==> src/rtl/ssp_tx_sequencer_pkg.sv <==
// Shared definitions for the SSP transmit sequencer: default frame width
// and the sequencer state encoding.
package ssp_tx_sequencer_pkg;

   // Default serial frame length in bits (also the FIFO data width)
   localparam int SSP_DATA_WIDTH = 8;

   // Sequencer states, kept as plain constants so legacy code can compare them
   localparam logic [1:0] ST_IDLE  = 2'd0;   // line idle, output disabled
   localparam logic [1:0] ST_FRAME = 2'd1;   // frame sync period before the MSB
   localparam logic [1:0] ST_SHIFT = 2'd2;   // shifting data bits, MSB first

endpackage

==> src/rtl/ssp_tx_sequencer.sv <==
// SSP transmit sequencer: pops bytes from a transmit FIFO into a one-entry
// holding register and shifts them out MSB first on a PCLK/2 serial clock,
// with a one-period frame sync ahead of each frame and seamless back-to-back
// frames when the next byte is already waiting.
module ssp_tx_sequencer
   import ssp_tx_sequencer_pkg::*;
#(
   parameter int DATA_WIDTH = SSP_DATA_WIDTH
) (
   input  logic                  PCLK,
   input  logic                  CLEAR,
   input  logic                  fifo_empty,
   input  logic [DATA_WIDTH-1:0] TxData,
   output logic                  shf_read_ready,
   output logic                  SSPCLKOUT,
   output logic                  SSPFSSOUT,
   output logic                  SSPTXD,
   output logic                  SSPOE_B,
   output logic                  tx_busy
);

   localparam int BW = (DATA_WIDTH > 1) ? $clog2(DATA_WIDTH) : 1;
   localparam logic [BW-1:0] BIDX_TOP  = BW'(DATA_WIDTH - 1);
   localparam logic [BW-1:0] BIDX_ONE  = BW'(1);
   localparam logic [BW-1:0] BIDX_ZERO = '0;

   logic [1:0]            state_reg;
   logic                  ph_reg;
   logic [DATA_WIDTH-1:0] hold_reg;
   logic                  hold_valid_reg;
   logic [DATA_WIDTH-1:0] sreg_reg;
   logic [BW-1:0]         bidx_reg;
   logic                  rd_req_reg;    // pop request presented to the FIFO
   logic                  rd_wait_reg;   // FIFO read data arrives this cycle
   logic                  fss_reg;
   logic                  txd_reg;
   logic                  oe_b_reg;
   logic                  tick;

   // A tick is the edge where the serial clock rises (ph goes 0 -> 1)
   assign tick = ~ph_reg;

   // Serial clock divider: ph toggles on every PCLK edge outside reset
   always_ff @(posedge PCLK) begin
      if (CLEAR) begin
         ph_reg <= 1'b0;
      end else begin
         ph_reg <= ~ph_reg;
      end
   end

   // FIFO fetch: one pop at a time, only while the holding register is empty
   always_ff @(posedge PCLK) begin
      if (CLEAR) begin
         rd_req_reg  <= 1'b0;
         rd_wait_reg <= 1'b0;
         hold_reg    <= '0;
      end else begin
         rd_req_reg  <= ~hold_valid_reg & ~fifo_empty & ~rd_req_reg & ~rd_wait_reg;
         rd_wait_reg <= rd_req_reg;
         if (rd_wait_reg) begin
            hold_reg <= TxData;
         end
      end
   end

   // Frame sequencer; also owns hold_valid since load and transfer both touch it
   always_ff @(posedge PCLK) begin
      if (CLEAR) begin
         state_reg      <= ST_IDLE;
         hold_valid_reg <= 1'b0;
         sreg_reg       <= '0;
         bidx_reg       <= '0;
         fss_reg        <= 1'b0;
         txd_reg        <= 1'b0;
         oe_b_reg       <= 1'b1;
      end else begin
         // A load never coincides with a transfer: pops only happen while hold is empty
         if (rd_wait_reg) begin
            hold_valid_reg <= 1'b1;
         end
         if (tick) begin
            case (state_reg)
               ST_IDLE: begin
                  if (hold_valid_reg) begin
                     state_reg      <= ST_FRAME;
                     fss_reg        <= 1'b1;
                     sreg_reg       <= hold_reg;
                     hold_valid_reg <= 1'b0;
                  end
               end
               ST_FRAME: begin
                  state_reg <= ST_SHIFT;
                  fss_reg   <= 1'b0;
                  oe_b_reg  <= 1'b0;
                  txd_reg   <= sreg_reg[DATA_WIDTH-1];
                  bidx_reg  <= BIDX_TOP;
               end
               ST_SHIFT: begin
                  if (bidx_reg != BIDX_ZERO) begin
                     txd_reg  <= sreg_reg[bidx_reg - BIDX_ONE];
                     bidx_reg <= bidx_reg - BIDX_ONE;
                     // Sync for the next frame overlaps this frame's bit 0
                     if (bidx_reg == BIDX_ONE) begin
                        fss_reg <= hold_valid_reg;
                     end
                  end else if (fss_reg) begin
                     // Back-to-back: next byte's MSB follows bit 0 with no gap
                     sreg_reg       <= hold_reg;
                     hold_valid_reg <= 1'b0;
                     txd_reg        <= hold_reg[DATA_WIDTH-1];
                     bidx_reg       <= BIDX_TOP;
                     fss_reg        <= 1'b0;
                  end else begin
                     state_reg <= ST_IDLE;
                     oe_b_reg  <= 1'b1;
                     txd_reg   <= 1'b0;
                  end
               end
               default: begin
                  state_reg <= ST_IDLE;
                  oe_b_reg  <= 1'b1;
                  txd_reg   <= 1'b0;
                  fss_reg   <= 1'b0;
               end
            endcase
         end
      end
   end

   assign shf_read_ready = rd_req_reg;
   assign SSPCLKOUT      = ph_reg;
   assign SSPFSSOUT      = fss_reg;
   assign SSPTXD         = txd_reg;
   assign SSPOE_B        = oe_b_reg;
   assign tx_busy        = (state_reg != ST_IDLE) | rd_req_reg | rd_wait_reg | hold_valid_reg;

endmodule

==> config.mk <==
export PLATFORM = sky130hd
export DESIGN_NAME = ssp_tx_sequencer
export DESIGN_NICKNAME = d
export VERILOG_FILES = /design/src/rtl/ssp_tx_sequencer_pkg.sv /design/src/rtl/ssp_tx_sequencer.sv
export SDC_FILE = /design/constraint.sdc
export NUM_CORES = 1
export LEC_CHECK = 0
export BUFFER_PORTS_ARGS = -buffer_cell sky130_fd_sc_hd__clkbuf_2
export CAP_MARGIN = 0
export CORE_MARGIN = 2
export CORE_UTILIZATION = 29
export DETAILED_ROUTE_END_ITERATION = 10
export MAX_ROUTING_LAYER = met4
export PLACE_DENSITY = 0.55
export SYNTH_ARGS = -nofsm -noshare
export SYNTH_HDL_FRONTEND = slang
export SYNTH_SLANG_ARGS = --single-unit
==> constraint.sdc <==
create_clock -name PCLK -period 4.8 [get_ports PCLK]
set_input_delay 0.24 -clock PCLK [delete_from_list [all_inputs] [get_ports PCLK]]
set_output_delay 0.24 -clock PCLK [all_outputs]
set_load 0.005 [all_outputs]
Word level (Yosys, flattened, before mapping)
Index checks and enable logic that the tools add are counted.
{"block": "classes", "addsub": 1, "magnitude_cmp": 1, "eq_ne": 9, "n_shift": 0, "div_mod_pow": 0, "n_reduce_logical": 11, "bitwise": 12, "mux": 29, "mul": 0}
{"cell": "$mux 8", "n": 3}
{"cell": "$pmux 8 s2", "n": 1}
{"cell": "$mux 1", "n": 13}
{"cell": "$ne 2x2->1 const B", "n": 4}
{"cell": "$reduce_and 4->1", "n": 2}
{"cell": "$mux 2", "n": 3}
{"cell": "$mux 3", "n": 2}
{"cell": "$ne 3x3->1 const B", "n": 2}
{"cell": "$not 1->1", "n": 6}
{"cell": "$pmux 1 s3", "n": 2}
{"cell": "$pmux 2 s3", "n": 1}
{"cell": "$pmux 3 s2", "n": 1}
{"cell": "$reduce_and 3->1", "n": 2}
{"cell": "$reduce_bool 2->1", "n": 3}
{"cell": "$reduce_and 5->1", "n": 1}
{"cell": "$lt 3x4->1 const B", "n": 1}
{"cell": "$pmux 1 s2", "n": 2}
{"cell": "$and 1x1->1", "n": 3}
{"cell": "$bmux 1 s3", "n": 1}
{"cell": "$eq 3x1->1 const B", "n": 1}
{"cell": "$or 1x1->1", "n": 3}
{"cell": "$reduce_bool 3->1", "n": 1}
{"cell": "$sub 3x1->3 const B", "n": 1}
{"cell": "$eq 2x1->1 const B", "n": 1}
{"cell": "3 further kinds", "n": 3}
{"block": "totals", "mem_bits_rw": 0, "word_cells": 74, "mem_bits_ro": 0, "latchBits": 0, "register_bits": 28, "input_bits": 11, "output_inout_bits": 6, "mem_count": 0}

Logic depth before layout (Yosys ltp)
{"block": "logic_depth", "depth_word": 5, "depth_mapped": 7}

Worst setup path after synthesis
No wires, ideal clock.
{"block": "synth_path", "path_type": "flip-flop to flip-flop", "start": "reg bidx_reg[0]", "end": "reg state_reg[1]", "required_ns": 4.672, "period_less_slack_ns": 1.674, "arrival_ns": 1.546, "n_path_buf": 0, "setup_time_ns": 0.128, "stages_incl_launch_ff": 7, "path_slack_ns": 3.126, "path_cell_list": "dfxtp_1 > inv_1 > ha_1 > or3b_1 > a211oi_1 > mux2i_1 > nor2_1"}
{"block": "synth_between", "elab_chain_cells": 3}
{"element": "start, declared", "line": "ssp_tx_sequencer.sv:32", "rtl": "logic [BW-1:0] bidx_reg;"}
{"element": "start signal, assigned", "line": "ssp_tx_sequencer.sv:102", "rtl": "bidx_reg <= bidx_reg - BIDX_ONE;"}
{"element": "$reduce_bool 3->1", "line": "ssp_tx_sequencer.sv:100", "rtl": "if (bidx_reg != BIDX_ZERO) begin"}
{"element": "$ne 2x2->1 (no source line)"}
{"element": "$reduce_and 4->1 (no source line)"}
{"element": "end signal, assigned", "line": "ssp_tx_sequencer.sv:93", "rtl": "state_reg <= ST_SHIFT;"}
{"element": "end signal, assigned", "line": "ssp_tx_sequencer.sv:115", "rtl": "state_reg <= ST_IDLE;"}
{"element": "end signal, assigned", "line": "ssp_tx_sequencer.sv:121", "rtl": "state_reg <= ST_IDLE;"}
{"element": "end, declared", "line": "ssp_tx_sequencer.sv:27", "rtl": "logic [1:0] state_reg;"}
Every way passes these cells.
A chain may end at the register's enable or synchronous reset.

Worst setup path in the final report
{"block": "layout_path", "start": "reg state_reg[0]", "end": "reg sreg_reg[4]"}
{"block": "layout_between", "elab_chain_cells": 3}
{"element": "start signal, assigned", "line": "ssp_tx_sequencer.sv:70", "rtl": "state_reg <= ST_IDLE;"}
{"element": "start signal, assigned", "line": "ssp_tx_sequencer.sv:86", "rtl": "state_reg <= ST_FRAME;"}
{"element": "start signal, assigned", "line": "ssp_tx_sequencer.sv:93"}
{"element": "$eq 2x2->1 / $logic_not 2->1 (equally long branches)", "line": "ssp_tx_sequencer.sv:83", "rtl": "case (state_reg)"}
{"element": "$ne 2x2->1 (no source line) / $reduce_bool 2->1 (equally long branches)"}
{"element": "$reduce_and 5->1 (no source line)"}
{"element": "end signal, assigned", "line": "ssp_tx_sequencer.sv:88", "rtl": "sreg_reg <= hold_reg;"}
{"element": "end signal, assigned", "line": "ssp_tx_sequencer.sv:109", "rtl": "sreg_reg <= hold_reg;"}
{"element": "end, declared", "line": "ssp_tx_sequencer.sv:31", "rtl": "logic [DATA_WIDTH-1:0] sreg_reg;"}
Parallel ways exist; a longest one is shown, timed or not.

==> summary.md <==
| Metric | Value |
|---|---|
| Asr flop ratio synth | 0 |
| Die H | 71.08 um |
| CTS Buf Count | 3 |
| Final-report max-slew violation count | 0 |
| Initial DRC count | 40 |
| Max-slew headroom | 0.6252 |
| Worst vdd ir | 0.1147 mV |
| Slew @ Worst Pin | 0.5622 ns |
| CTS H-Tree Depth | 1 |
| Syn nets | 148 |
| Grt total ovfl | 0 |
| Total power draw | 473.7 uW |
| Clock Skew | 0.002652 ns |
| Top post-synthesis cells by area | dfxtp_1, mux2i_1, ha_1 |
| Number of synthesized flops with an enable pin | 0 |
| Max Cap Viol | 0 |
| Worst endpoint required time | 4.95 ns |
| Final Worst Setup Slack | 2.756 ns |
| Crit path time final | 2.044 ns |
| Effective utilization at floorplan | 0.2997 |
| Post-DP HPWL | 1866 um |
| Share of the core filled with cells | 0.3434 |
| Die area | 0.005052 mm2 |
| GRT Total Usage | 0.1096 |
| Most frequent cell after synthesis | dfxtp_1 |
| Worst skew pair latency | 0.27 ns |
| Status | completed |
| Syn-to-layout area delta | 14.57% |
| Setup crit start kind | register |
| First-pass GRT wire length | 4381 um |
| Synth Instances | 130 |
| Routed Antenna Nets | 0 |
| PortBufs | 16 |
| Most used DFF post-synth | dfxtp_1 |
| CP arrival | 2.19 ns |
| Bufs on Longest Clock Path | 2 |
| # rows | 24 |
| Largest net degree at the start of global routing | 29 |
| CTS tree | done |
| Post-CTS setup buffer count | 0 |
| Synth cell count leaders | dfxtp_1, nor2_1, mux2i_1 |
| Initial antenna violation count | 0 |
| Crit. End Element | register |
| PostCTS Resize Cnt | 0 |
| Place WS | 2.749 ns |
| Clock sinks | 28 |
| Top-area cell type share of the netlist area | 0.4295 |
| Fin crit share | 0.4259 |
| Most area-hungry cell type in the Yosys netlist | dfxtp_1 |
| # diodes | 0 |
| Nets | 164 |
| Synth warn | 0 |
| Total vias in the final route | 920 |
| Pre-antenna DRT Iters | 4 |
| Share of cells above drive strength 1 | 0.1793 |
| Lkg Pwr | 0.5739 nW |
| # IOs | 17 |
| Register bit total from synthesis | 28 |
| Fmax achieved | 0.4892 GHz |
| Via-per-instance ratio | 4.670 |
| Cts hold-fix bufs | 0 |
| Pwr/cell area | 316.8 mW/mm2 |
| Final setup fails | 0 |
| Reg clk slew, reported paths | 0.09 ns |
| Wire per inst | 12.23 um |
| CP Class | reg2reg |
| RSZ-0062 raised after global routing | false |
| Vias in the first global route | 948 |
| Final WL | 2409 um |
| Worst Hold Class | in2reg |
| DRC Markers | 0 |
| CP Max Fanout | 11 |
| Synthesized cell area | 0.001305 mm2 |
| Clock root buffer | clkbuf_8 |
| Die W | 71.08 um |
| Final hold vios | 0 |
| Seq/Total Area, Yosys | 0.4295 |
| Setup_tns | 0 ns |
| Yosys cell types | 32 |
| Placer congestion estimate | 0.7732 |
| Core area | 0.004354 mm2 |
| Worst hold slack | 0.1178 ns |
| Syn avg cell area | 10.04 um2 |
cell families (layout without fill, tap and decap cells):
logic type,count (synthesis),in the layout,share of synthesized area
AOI/OAI and AO/OA,16,16,0.09012
xor gates and xnor gates,1,1,0.006713
adders and majority gates,7,7,0.06711
buffers and inverters,13,28,0.04603
DFF,28,28,0.4295
muxes,21,21,0.1870
and+or+nand+nor,44,44,0.1735
metal layers:
layer / vias up / GRT usage / share of wire
li1: 480 / - / -
met1: 422 / 0.1393 / 0.49
met2: 18 / 0.1786 / 0.46
met3: 0 / 0.03276 / 0.047
met4: 0 / 0.01258 / 0
met5: - / - / 0
path summary, 6_finish.rpt:
check	from	endpoint	cells past startpoint	slack (ns)
setup reg to reg	state_reg[0]	sreg_reg[4]	7	2.76
setup / recovery	state_reg[0]	sreg_reg[4]	7	2.76
hold reg to reg	sreg_reg[0]	sreg_reg[0]	2	0.49
hold / removal	fifo_empty	shf_read_ready	2	0.12
where the power goes:
group	leakage [nW]	switching, mW	internal, mW
Combinational	0.311	0.0243	0.0214
Sequential	0.227	0.00810	0.239
Clock	0.0357	0.0696	0.112
Total	0.574	0.102	0.372
worst max-delay path, cell delays in order, from the launching register on:
cell,delay [ns]
dfxtp_1,0.36
inv_1,0.10
ha_1,0.45
mux2i_1,0.16
a2111oi_2,0.34
buf_4,0.25
mux2i_1,0.20
nor2_1,0.05
cell usage in the layout, fill, tap and decap left out, drive strengths merged, types with 2 or more instances in the layout:
cell and n:
dfxtp 28, nor2 23, clkbuf 19, mux2i 18
inv 7, ha 7, nor2b 4, a21oi 4
nand2 4, nor3 3, a211oi 3, nor3b 2
or3b 2, a311oi 2, a21o 2, mux4 2
nand4 2
layout make-up:
type                       count  area (um2)
multi-input combinational     89       684.4
clock buffer                   3       41.29
inverter                       7       26.28
tap                           52       65.06
clock inverter                 1       30.03
sequential                    28       560.5
timing repair buffer          17       87.58
fill                         455        2859
through the flow:
step | instance area [um2] | std cells
floorplan | 1305 | 130
global placement | 1424 | 193
detailed placement | 1424 | 193
CTS | 1495 | 197
global route | 1495 | 197
finish | 1495 | 197
Power figures use the tool's default switching activity.
